`config.mk`:
```
export PLATFORM = sky130hd
export DESIGN_NAME = sdram_arbiter
export DESIGN_NICKNAME = d
export VERILOG_FILES = /design/src/rtl/sdram_arbiter.sv
export SDC_FILE = /design/constraint.sdc
export NUM_CORES = 1
export LEC_CHECK = 0
export ABC_AREA = 0
export CORE_UTILIZATION = 35
export CTS_BUF_LIST = sky130_fd_sc_hd__clkbuf_16
export CTS_CLUSTER_DIAMETER = 80
export DETAILED_ROUTE_END_ITERATION = 8
export PLACE_DENSITY = 0.67
export SLEW_MARGIN = 10
export SYNTH_ARGS = -nofsm -noshare
export SYNTH_HDL_FRONTEND = slang
export SYNTH_SLANG_ARGS = --single-unit
```
`constraint.sdc`:
```
create_clock -name clk -period 2.45 [get_ports clk]
set_input_delay 0.245 -clock clk [delete_from_list [all_inputs] [get_ports clk]]
set_output_delay 0.245 -clock clk [all_outputs]
set_load 0.02 [all_outputs]
```
`src/rtl/sdram_arbiter.sv`:
```
// sdram_arbiter: packs ioctl download bytes into 32-bit SDRAM writes and round-robins
// client reads onto the single controller port; pending writes beat reads.
module sdram_arbiter #(
    parameter int NUM_CLIENTS = 4,
    parameter int ADDR_WIDTH  = 23,
    parameter int DATA_WIDTH  = 32
) (
    input  logic                              clk,
    input  logic                              reset_n,
    input  logic                              ioctl_download,
    input  logic [24:0]                       ioctl_addr,
    input  logic [7:0]                        ioctl_data,
    input  logic                              ioctl_wr,
    input  logic [NUM_CLIENTS-1:0]            client_req,
    input  logic [NUM_CLIENTS*ADDR_WIDTH-1:0] client_addr,
    output logic [NUM_CLIENTS-1:0]            client_ack,
    output logic [NUM_CLIENTS-1:0]            client_valid,
    output logic [DATA_WIDTH-1:0]             client_data,
    output logic                              wr_overrun,
    output logic [ADDR_WIDTH-1:0]             sdram_addr,
    output logic [DATA_WIDTH-1:0]             sdram_din,
    output logic                              sdram_we,
    output logic                              sdram_req,
    input  logic                              sdram_ack,
    input  logic                              sdram_ready,
    input  logic                              sdram_valid,
    input  logic [DATA_WIDTH-1:0]             sdram_dout
);
    localparam int GW = NUM_CLIENTS > 1 ? $clog2(NUM_CLIENTS) : 1;

    typedef enum logic [1:0] {IDLE, WAIT_ACK, WAIT_VALID} state_t;

    state_t                state, state_n;
    logic [31:0]           pack_buf, nbuf;
    logic [3:0]            pack_mask, nmask;
    logic [22:0]           pack_addr, word_addr;
    logic                  dl_q, dl_fall, word_done;
    logic                  pending, is_wr;
    logic [ADDR_WIDTH-1:0] wr_addr;
    logic [DATA_WIDTH-1:0] wr_data;
    logic [GW-1:0]         rr, g, gnt;
    logic                  gnt_hit, start_wr, start_rd;

    always_comb begin
        nbuf  = pack_buf;
        nmask = pack_mask;
        if (ioctl_wr) begin
            nbuf[{ioctl_addr[1:0], 3'b000} +: 8] = ioctl_data;
            nmask[ioctl_addr[1:0]]               = 1'b1;
        end
    end

    // a falling download edge flushes any partially filled word
    assign dl_fall   = dl_q & ~ioctl_download;
    assign word_done = (ioctl_wr && ioctl_addr[1:0] == 2'd3) || (dl_fall && |nmask);
    assign word_addr = ioctl_wr ? ioctl_addr[24:2] : pack_addr;

    // descending scan so the lowest offset from rr wins
    always_comb begin
        gnt     = '0;
        gnt_hit = 1'b0;
        for (int i = NUM_CLIENTS - 1; i >= 0; i--) begin
            if (client_req[(int'(rr) + i) % NUM_CLIENTS]) begin
                gnt     = GW'((int'(rr) + i) % NUM_CLIENTS);
                gnt_hit = 1'b1;
            end
        end
    end

    always_ff @(posedge clk or negedge reset_n) begin
        if (!reset_n) state <= IDLE;
        else          state <= state_n;
    end

    always_comb begin
        state_n  = state;
        start_wr = 1'b0;
        start_rd = 1'b0;
        case (state)
            IDLE: begin
                start_wr = sdram_ready && pending;
                start_rd = sdram_ready && !pending && !ioctl_download && gnt_hit;
                if (start_wr || start_rd) state_n = WAIT_ACK;
            end
            WAIT_ACK:   if (sdram_ack) state_n = (is_wr || sdram_valid) ? IDLE : WAIT_VALID;
            WAIT_VALID: if (sdram_valid) state_n = IDLE;
            default:    state_n = IDLE;
        endcase
    end

    always_ff @(posedge clk or negedge reset_n) begin
        if (!reset_n) begin
            pack_buf     <= '0;
            pack_mask    <= '0;
            pack_addr    <= '0;
            dl_q         <= 1'b0;
            pending      <= 1'b0;
            wr_addr      <= '0;
            wr_data      <= '0;
            wr_overrun   <= 1'b0;
            is_wr        <= 1'b0;
            rr           <= '0;
            g            <= '0;
            sdram_req    <= 1'b0;
            sdram_we     <= 1'b0;
            sdram_addr   <= '0;
            sdram_din    <= '0;
            client_ack   <= '0;
            client_valid <= '0;
            client_data  <= '0;
        end else begin
            dl_q         <= ioctl_download;
            client_ack   <= '0;
            client_valid <= '0;
            pack_buf     <= word_done ? '0 : nbuf;
            pack_mask    <= word_done ? '0 : nmask;
            if (ioctl_wr) pack_addr <= ioctl_addr[24:2];
            if (word_done && pending) wr_overrun <= 1'b1;
            if (word_done && !pending) begin
                pending <= 1'b1;
                wr_addr <= ADDR_WIDTH'(word_addr);
                wr_data <= DATA_WIDTH'(nbuf);
            end
            if (start_wr) begin
                sdram_req  <= 1'b1;
                sdram_we   <= 1'b1;
                sdram_addr <= wr_addr;
                sdram_din  <= wr_data;
                is_wr      <= 1'b1;
            end
            if (start_rd) begin
                sdram_req  <= 1'b1;
                sdram_we   <= 1'b0;
                sdram_addr <= client_addr[gnt*ADDR_WIDTH +: ADDR_WIDTH];
                is_wr      <= 1'b0;
                g          <= gnt;
            end
            if (state == WAIT_ACK && sdram_ack) begin
                sdram_req <= 1'b0;
                if (is_wr) pending <= 1'b0;
                else begin
                    client_ack[g] <= 1'b1;
                    rr            <= (int'(g) == NUM_CLIENTS - 1) ? '0 : g + 1'b1;
                    if (sdram_valid) begin
                        client_data     <= sdram_dout;
                        client_valid[g] <= 1'b1;
                    end
                end
            end
            if (state == WAIT_VALID && sdram_valid) begin
                client_data     <= sdram_dout;
                client_valid[g] <= 1'b1;
            end
        end
    end
endmodule
```
# Word level (Yosys, flattened, before mapping)
# Index checks and enable logic that the tools add are counted.
# word_totals
in_bits,168
output_inout_bits,98
word_cells,136
register_bits,220
# classes
order_cmp,8
shifts,3
n_mux,56
multipliers,1
eq_ne,8
bitwise,8
add_sub_neg,5
n_reduce_logical,29
# op_table
operator,count
$mux 32,6
$shiftx 92x8->23,1
$mux 23,3
$bwmux 32,1
$mux 4,8
$shift 8x7->32 const A,1
$shiftx 8x7->32,1
$mux 1,22
$mux 2,9
$logic_and 1x1->1,12
$lt 3x4->1 const B,3
$lt 2x3->1 const B,3
$bmux 1 s2,4
$or 4x4->4,2
$mul 2x5->7 const B,1
$neg 5->7,1
$ne 2x2->1 const B,3
$pmux 2 s3,1
$reduce_and 3->1,2
$reduce_bool 2->1,3
$reduce_or 2->1,3
$add 2x1->2 const B,2
$add 2x2->2 const B,2
$demux 1 s2,2
13 further kinds,22

# Logic depth before layout (Yosys ltp)
# depth
word_depth,14
ltp_mapped,9
mapped_depth_nobuf,7

# Least setup slack after synthesis
# No wires, ideal clock.
# synth_timing
kind,input -> register
startpoint,in ioctl_addr[0]
endpoint,reg wr_addr[0]
slack_ns,0.582
path_buffers,2
arrival_ns,1.744
t_required_ns,2.325
cell_stages,8
path_cell_list,inv_1 -> ha_1 -> o31ai_1 -> a21oi_1 -> o21ba_2 -> buf_2 -> buf_2 -> mux2_2
# synth_between
elab_chain_cells,10
word_cells_on_any_way,13
cone_classes,order compare (2); eq/ne (1); mux (3); bitwise (1); reduce/logical (6)
# synth_lines
element,line,source
start: declaration,11,"input logic [24:0] ioctl_addr,"
$lt 2x3->1 (implied by the code) / $ge 2x1->1 (equally long branches),49,nmask[ioctl_addr[1:0]] = 1'b1;
$logic_and 1x1->1 (implied by the code),49,
$mux 1 (implied by the code),49,
$demux 1 s2,49,
$or 4x4->4 (no line),-,
$mux 4,47,if (ioctl_wr) begin
$reduce_or 4->1,55,assign word_done = (ioctl_wr && ioctl_addr[1:0] == 2'd3) || (dl_fall && |nmask);
$logic_and 1x1->1,55,
$logic_or 1x1->1 *,55,
$logic_and 1x1->1 *,119,if (word_done && !pending) begin
end signal: assignment,121,wr_addr <= ADDR_WIDTH'(word_addr);
end: declaration,39,logic [ADDR_WIDTH-1:0] wr_addr;
# Every way passes the cells marked *; elsewhere a longest branch is shown, timed or not.
# A chain may end at the register's enable or synchronous reset.

# Worst setup path after layout
# layout_timing
startpoint,reg state[0]
endpoint,reg sdram_addr[4]
# layout_between
elab_chain_cells,3
word_cells_on_any_way,5
cone_classes,mux (3); reduce/logical (2)
# layout_lines
element,line,source
start: declaration,33,"state_t state, state_n;"
start signal: assignment,72,else state <= state_n;
$logic_not 2->1 *,79,case (state)
$mux 1,79,
$mux 23 / $reduce_bool 2->1 (equally long branches),-,
end signal: assignment,127,sdram_addr <= wr_addr;
end signal: assignment,134,sdram_addr <= client_addr[gnt*ADDR_WIDTH +: ADDR_WIDTH];
end: declaration,20,"output logic [ADDR_WIDTH-1:0] sdram_addr,"
# Marks and branches as above.

==> impl_metrics.yaml <==
route:
  avgRoutedWirePerCell_um: 17.5
  dr_wl_met3_mm: 1.49
  postRouteAntennaNets: 0
  vias: 6752
  m1WireLength_mm: 10.2
  first_pass_iters: 9
  wl_met2_mm: 11.8
  routed.top_layer: "met4"
  post_drt_via_cell_ratio: 4.92
  initialDrtViolationCount: 358
  drt_wl_total_mm: 24.0
  drc_errors: 7
clocking:
  cts.reportedPaths.clkPinSlew_ps: 60
  numCtsBuffers: 25
  cts_tree: "built"
  postCtsSetupBuffers: 0
  cts_max_level: 1
  clock-sinks: 220
  cts_buffer_depth: 3
  cts-root-buf: "clkbuf_16"
  worstSkewPairLatency_ps: 520
setup_path:
  startpoint: "state[0]"
  cp_max_fo: 17
  worstPathArrival_ps: 2360
  r2r-start: "state[0]"
  worstSetupPathType: "reg -> reg"
  crit_path_end_kind: "flip-flop"
  r2r_slack_ps: 530
  cp.required_ps: 2890
  start_kind: "flip-flop"
final_layout:
  final_common_cell: "clkdlybuf4s50_1"
  final_area_sq_um: 13400
  fin_cells: 1373
  fill_cells: 2397
  antenna_cells: 0
  mostFrequentLayoutCells: "clkdlybuf4s50_1 (263), dfrtp_1 (220), mux2_2 (112)"
  fin_nets: 1202
  drive_gt1_share_pct: 19.8
  area_growth_pct: 41.2
grt:
  antenna_found_initial: 0
  grt-ovfl-total: 0
  gr-usage-all-layers_pct: 17.5
  grt_max_degree: 84
  grt_pass1_wl_mm: 38.7
  first_global_vias: 7199
die:
  die_w_um: 167
  core_area_sq_um: 26300
  num_io_pins: 266
  die_area_sq_um: 27700
  die_h_um: 167
  rows: 59
  start_util_pct: 36.0
status:
  status: "complete, but fails checks"
  violations: "design-rule violations"
power:
  netSwitchingPower_w: 0.00482
  power_density_nw_per_um2: 1090
  seqPwrFrac_pct: 38.8
  p_comb_share_pct: 37.7
  netSwitchingFraction_pct: 32.9
  vdd_drop_max_uv: 692
  clkPwrFrac_pct: 23.5
  intPower_w: 0.00982
  cellLeakagePower_nw: 5.78
placed_design:
  hpwl_mm: 17.2
  pre_cts_ws_ps: 104
  place_area_sq_um: 12600
  io_buffer_count: 265
  placed_cells: 1327
  gp_congestion: 0.777
timing:
  finalHoldViolations: 0
  relSlewSlack_pct: 63.8
  skew_ps: 5.86
  rsz0062_at_grt: "no"
  maxSlewViolCount: 0
  min_period_ps: 1920
  setup_violations: 0
  period_share_pct: 78.3
  tightest_slew_ps: 544
  max_freq_mhz: 521
  layout_setup_ws_ps: 531
  fin_setup_tns_ps: 0
synthesis:
  synth.distinct_cells: 48
  synth-seq-area-share_pct: 58.1
  syn_avg_cell_area_sq_um: 12.8
  syn_nets: 921
  syn_inst: 739
  yosysWarnings: 0
  synth_area_sq_um: 9470
  ys_seq_elements: 220
hold_path:
  hold_class: "in -> reg"
  min_from: "ioctl_wr"
run:
  drv_cap: 0
## kinds of logic after synthesis
group	share of synthesized area, %
and+or+nand+nor	7.77
buffers and inverters	3.13
muxes	15.9
adders and majority gates	1.85
AOI/OAI and AO/OA	13.3
DFF	58.1
## state kept, by name, indices dropped and copies added (netlist names)
| name | cells |
|---|---|
| wr_overrun | 1 |
| wr_data | 32 |
| pack_addr | 23 |
| pack_buf | 32 |
| state | 2 |
| g | 2 |
| client_data | 32 |
| is_wr | 1 |
| pack_mask | 4 |
| sdram_addr | 23 |
| client_ack | 4 |
| rr | 2 |
| pending | 1 |
| sdram_req | 1 |
| wr_addr | 23 |
| sdram_din | 32 |
| dl_q | 1 |
| client_valid | 4 |
## power by group through the flow
stage | Clock, W | Combinational [W] | Sequential (W)
finish | 0.00344 | 0.00552 | 0.00568
global route | 0.00369 | 0.00593 | 0.00586
CTS | 0.00355 | 0.00561 | 0.00570
detailed placement | 0 | 0.00558 | 0.00574
global placement | 0 | 0.00549 | 0.00569
floorplan | 0 | 0.00236 | 0.00644
## worst max-delay path, cell delays in order (launching register included)
cell and delay (ps):
dfrtp_1 410, nor3b_2 330, nand4b_4 240, nor3_4 290
buf_4 260, o21ai_0 170, o211ai_1 110
## worst paths after layout
kind                            cells after the start         endpoint
worst max-delay path                                6    sdram_addr[4]
worst min register to register                      1       wr_overrun
worst min-delay path                                3     pack_mask[2]
worst max register to register                      6    sdram_addr[4]
max in group asynchronous                           3  client_data[15]
min in group asynchronous                           2    sdram_din[23]
## layout make-up
cell class                 count  area (sq um)  area share, %
clock inverter                20           133          0.991
sequential                   220          5510           41.2
inverter                      11          41.3          0.309
multi-input combinational    466          3680           27.5
tap                          335           419           3.13
clock buffer                  25           626           4.68
timing repair buffer         296          2980           22.2
## layer usage
metal	vias up	track usage, %
li1	3221	-
met1	3309	22.0
met3	31	4.33
met4	0	3.78
met5	-	0
met2	191	30.3
## timing repair
item | in CTS | in global routing
endpoints found under the hold margin | 178 | 0
hold buffers | 1 | 0
setup endpoints to repair | 0 | 0
gates resized for setup | 0 | 0
## through the flow
step	util, %	total power [W]	hold slack [ps]
global route	50.9	0.0155	124
global placement	48.0	0.0112	113
finish	50.9	0.0146	125
CTS	50.9	0.0149	102
floorplan	-	0.00880	-50.6
detailed placement	48.0	0.0113	113
## Yosys cell counts, drive strengths merged
master   number  area [sq um]
nor4b         1          23.8
a2bb2oi       1          15.0
a21oi        43           215
nor4          4          43.8
inv          11          41.3
nand2b        7          43.8
o21bai        1          7.51
nand3b        1          7.51
buf          29           205
o211a         1          17.5
o211ai       24           230
nand2         6          25.0
or2           2          12.5
nor3          2          21.3
a22oi        55           413
o21ba         2          20.0
a21boi       24           180
o21ai        25           129
or4           1          11.3
and3         23           144
and2          7          46.3
o31ai         1          7.51
nor2b         5          31.3
nor3b         1          12.5
ha           14           175
nand4b        1          23.8
a21o          2          15.0
mux2i        24           240
clkbuf       13          50.0
dfrtp       220          5510
nor2         75           289
o21a          1          7.51
mux2        112          1260
(Power assumes the default switching activity.)
==> edit: new RTL, same settings <==
Put one more register stage on the output `wr_overrun`. The value now appears one clock later. The other outputs are not delayed to match.
--- a/src/rtl/sdram_arbiter.sv
+++ b/src/rtl/sdram_arbiter.sv
@@ -29,6 +29,8 @@
     localparam int GW = NUM_CLIENTS > 1 ? $clog2(NUM_CLIENTS) : 1;
 
     typedef enum logic [1:0] {IDLE, WAIT_ACK, WAIT_VALID} state_t;
+
+    logic wr_overrun_s0;
 
     state_t                state, state_n;
     logic [31:0]           pack_buf, nbuf;
@@ -97,7 +99,7 @@
             pending      <= 1'b0;
             wr_addr      <= '0;
             wr_data      <= '0;
-            wr_overrun   <= 1'b0;
+            wr_overrun_s0 <= 1'b0;
             is_wr        <= 1'b0;
             rr           <= '0;
             g            <= '0;
@@ -115,7 +117,7 @@
             pack_buf     <= word_done ? '0 : nbuf;
             pack_mask    <= word_done ? '0 : nmask;
             if (ioctl_wr) pack_addr <= ioctl_addr[24:2];
-            if (word_done && pending) wr_overrun <= 1'b1;
+            if (word_done && pending) wr_overrun_s0 <= 1'b1;
             if (word_done && !pending) begin
                 pending <= 1'b1;
                 wr_addr <= ADDR_WIDTH'(word_addr);
@@ -153,4 +155,8 @@
             end
         end
     end
+    always_ff @(posedge clk) begin
+        wr_overrun <= wr_overrun_s0;
+    end
+
 endmodule
Function: changed (a bounded check fails within 4 cycles, from zero or initial values and one cycle with reset_n low).
==> edit against the unedited design <==
  * Synthesized area increased by 0.21%
  * First-iteration DRC count decreased by 3.1%
  * Wire length decreased by 1.3%
  * Final area increased by 1.2%
  * Utilization increased by 0.49 points
  * Sequential power about the same
  * Power increased by 3.9%
  * Sequential cell count increased by 1
  * Highest routed layer unchanged
  * Setup slack got worse by 18 ps
==> edit: results (changes against the unedited design) <==
Global route:
- The global routing usage on met3 was 3.636% (was 4.325%).
- The met1 layer usage reported by global route came to 21.44% (was 21.96%).
- The number of antenna violations at the first check in global routing is 0 (unchanged).
- The global-route wire length before repair was 38610 um (was 38700 um).
- The all-layer global routing usage is 17.39% (was 17.46%).
- The pin count of the biggest net entering global routing was 81 (was 84).
- The via count of the first global-routing pass is 6980 (was 7199).
- The met2 global-route usage was 30.87% (was 30.27%).

Clock network:
- The number of buffers on the longest clock path is 3 (unchanged).
- The master cell of the clock root buffer is sky130_fd_sc_hd__clkbuf_16 (unchanged).
- The number of buffers added for setup after CTS came to 0 (unchanged).
- The CTS buffer count is 25 (unchanged).
- The clock transition at the registers of the reported paths is 60 ps (about the same).
- The CTS H-tree depth is 1 (unchanged).

Placement:
- The area of placed instances is 0.01265 sq mm (was 0.01261 sq mm).
- The half-perimeter wire length of the detailed placement result was 17020 um (was 17220 um).
- The worst setup slack before clock tree synthesis is 93.08 ps (was 103.6 ps).
- The placed cell count is 1323 (was 1327).
- The final weighted congestion in routability-driven placement was 0.8040 (was 0.7773).
- The quantity of I/O buffers inserted on ports is 265 (unchanged).

Pwr:
- The peak supply drop is 0.0005987 V (was 0.0006915 V).
- The total leakage power is 5.847 nW (was 5.785 nW).

Worst hold path:
- The beginning of the worst hold path is ioctl_wr (unchanged).

Drt:
- The via count of the routed design is 6718 (was 6752).
- The number of optimization iterations in the first detailed-route pass is 7 (was 9).
- The total wirelength of the detailed-routed design is 23660 um (was 23960 um).
- The vias per cell is 4.907 (was 4.918).
- The DRC marker count from the first detailed-route iteration is 347 (was 358).

Worst setup path:
- The largest fanout on the critical path is 12 (was 17).
- The longest individual stage delay on the worst path is 440 ps (was 410 ps).
- The critical path's top delay family is compound AO/OA/AOI/OAI gates (was simple AND/OR/NAND/NOR gates).
- The startpoint of the most critical setup path is rr[1]$_DFFE_PN0P_ (was state[0]$_DFFE_PN0P_).
- The setup slack of the worst register-to-register path is 510 ps (was 530 ps).
- The end point of the critical path is sdram_addr[14]$_DFFE_PN0P_ (was sdram_addr[4]$_DFFE_PN0P_).

Timing:
- The post-route clock skew is 6.587 ps (was 5.860 ps).
- The highest attainable clock frequency came to 0.5162 GHz (was 0.5211 GHz).
- The transition at the pin with the smallest max-transition slack was 607.5 ps (was 543.6 ps).

Logic synthesis:
- The fraction of the yosys area taken by sequential cells is 58.21% (was 58.12%).
- The unique cell type count in the Yosys netlist was 49 (was 48).
- Most area-consuming cells after synthesis: sky130_fd_sc_hd__dfrtp_1, sky130_fd_sc_hd__mux2_2, sky130_fd_sc_hd__a22oi_1, sky130_fd_sc_hd__nor2_1, sky130_fd_sc_hd__mux2i_1 (unchanged).
- The synthesized instance count is 740 (was 739).
- The count of yosys warnings during synthesis is 0 (unchanged).
- The net count after synthesis came to 922 (was 921).
- The proportion of register bits with asynchronous set or reset after synthesis is 99.55% (was 100.0%).

Finish:
- The layout cell share with drive strength beyond 1 is 19.73% (was 19.85%).
- The final layout net count is 1198 (was 1202).
- The number of fill cells is 2326 (was 2397).

Run status:
- Run status: finished clean (was complete, but fails checks).
[edit: changes by cell type after synthesis, sizes merged]
cell,delta
dfxtp,+1
[edit: worst min path at each step]
| stage | end | cells past startpoint |
|---|---|---|
| final | pack_mask[1]$_DFF_PN0_ | 3 |
| after detailed placement | sdram_din[27]$_DFFE_PN0P_ | 1 |
| after global routing | pack_mask[1]$_DFF_PN0_ | 3 |
| after floorplan | client_ack[0]$_DFF_PN0_ | 0 |
| after global placement | sdram_din[27]$_DFFE_PN0P_ | 1 |
| after CTS | pack_mask[1]$_DFF_PN0_ | 3 |
[edit: logic make-up after synthesis]
| family | Yosys count | synth area share, % |
|---|---|---|
| muxes | 136 | 15.82 |
| DFF | 221 | 58.21 |
| buffers and inverters | 53 | 3.124 |
| and+or+nand+nor | 136 | 7.751 |
| adders and majority gates | 14 | 1.846 |
| AOI/OAI and AO/OA | 180 | 13.25 |
[edit: area by class of cell]
class | instances | area share, %
repair buffers | 291 | 22.06
clock inverters | 20 | 1.912
clock buffers | 25 | 4.619
inverters | 11 | 0.3049
flip-flops and latches | 221 | 40.80
well taps | 335 | 3.095
multi-input cells | 466 | 27.21
[edit: metal layers]
layer / wire (um) / share of wire, %
met4: 539 / 2.3
met5: 0 / 0
met2: 11900 / 50
met3: 1289 / 5.4
met1: 9923 / 42
[edit: per-stage QoR]
step / utilization [%] / power [mW] / hold WS [ps]
2_1_floorplan: - / 8.819 / -50.59
3_3_place_gp: 47.99 / 11.23 / 198.6
3_5_place_dp: 47.99 / 11.35 / 201.5
4_1_cts: 51.39 / 15.43 / 106.9
5_1_grt: 51.39 / 16.06 / 129.1
6_report: 51.39 / 15.21 / 129.4
[edit: report_power, final]
group	switching (mW)	total, mW	internal, mW	leakage [nW]
registers	0.717	5.67	4.95	2.73
clock network	1.50	4.00	2.50	0.447
logic	2.59	5.54	2.95	2.67
[edit: worst min-delay path, cell delays in order]
cell,delay [ps]
sky130_fd_sc_hd__buf_2,170
sky130_fd_sc_hd__a21oi_1,150
sky130_fd_sc_hd__nor2_1,50
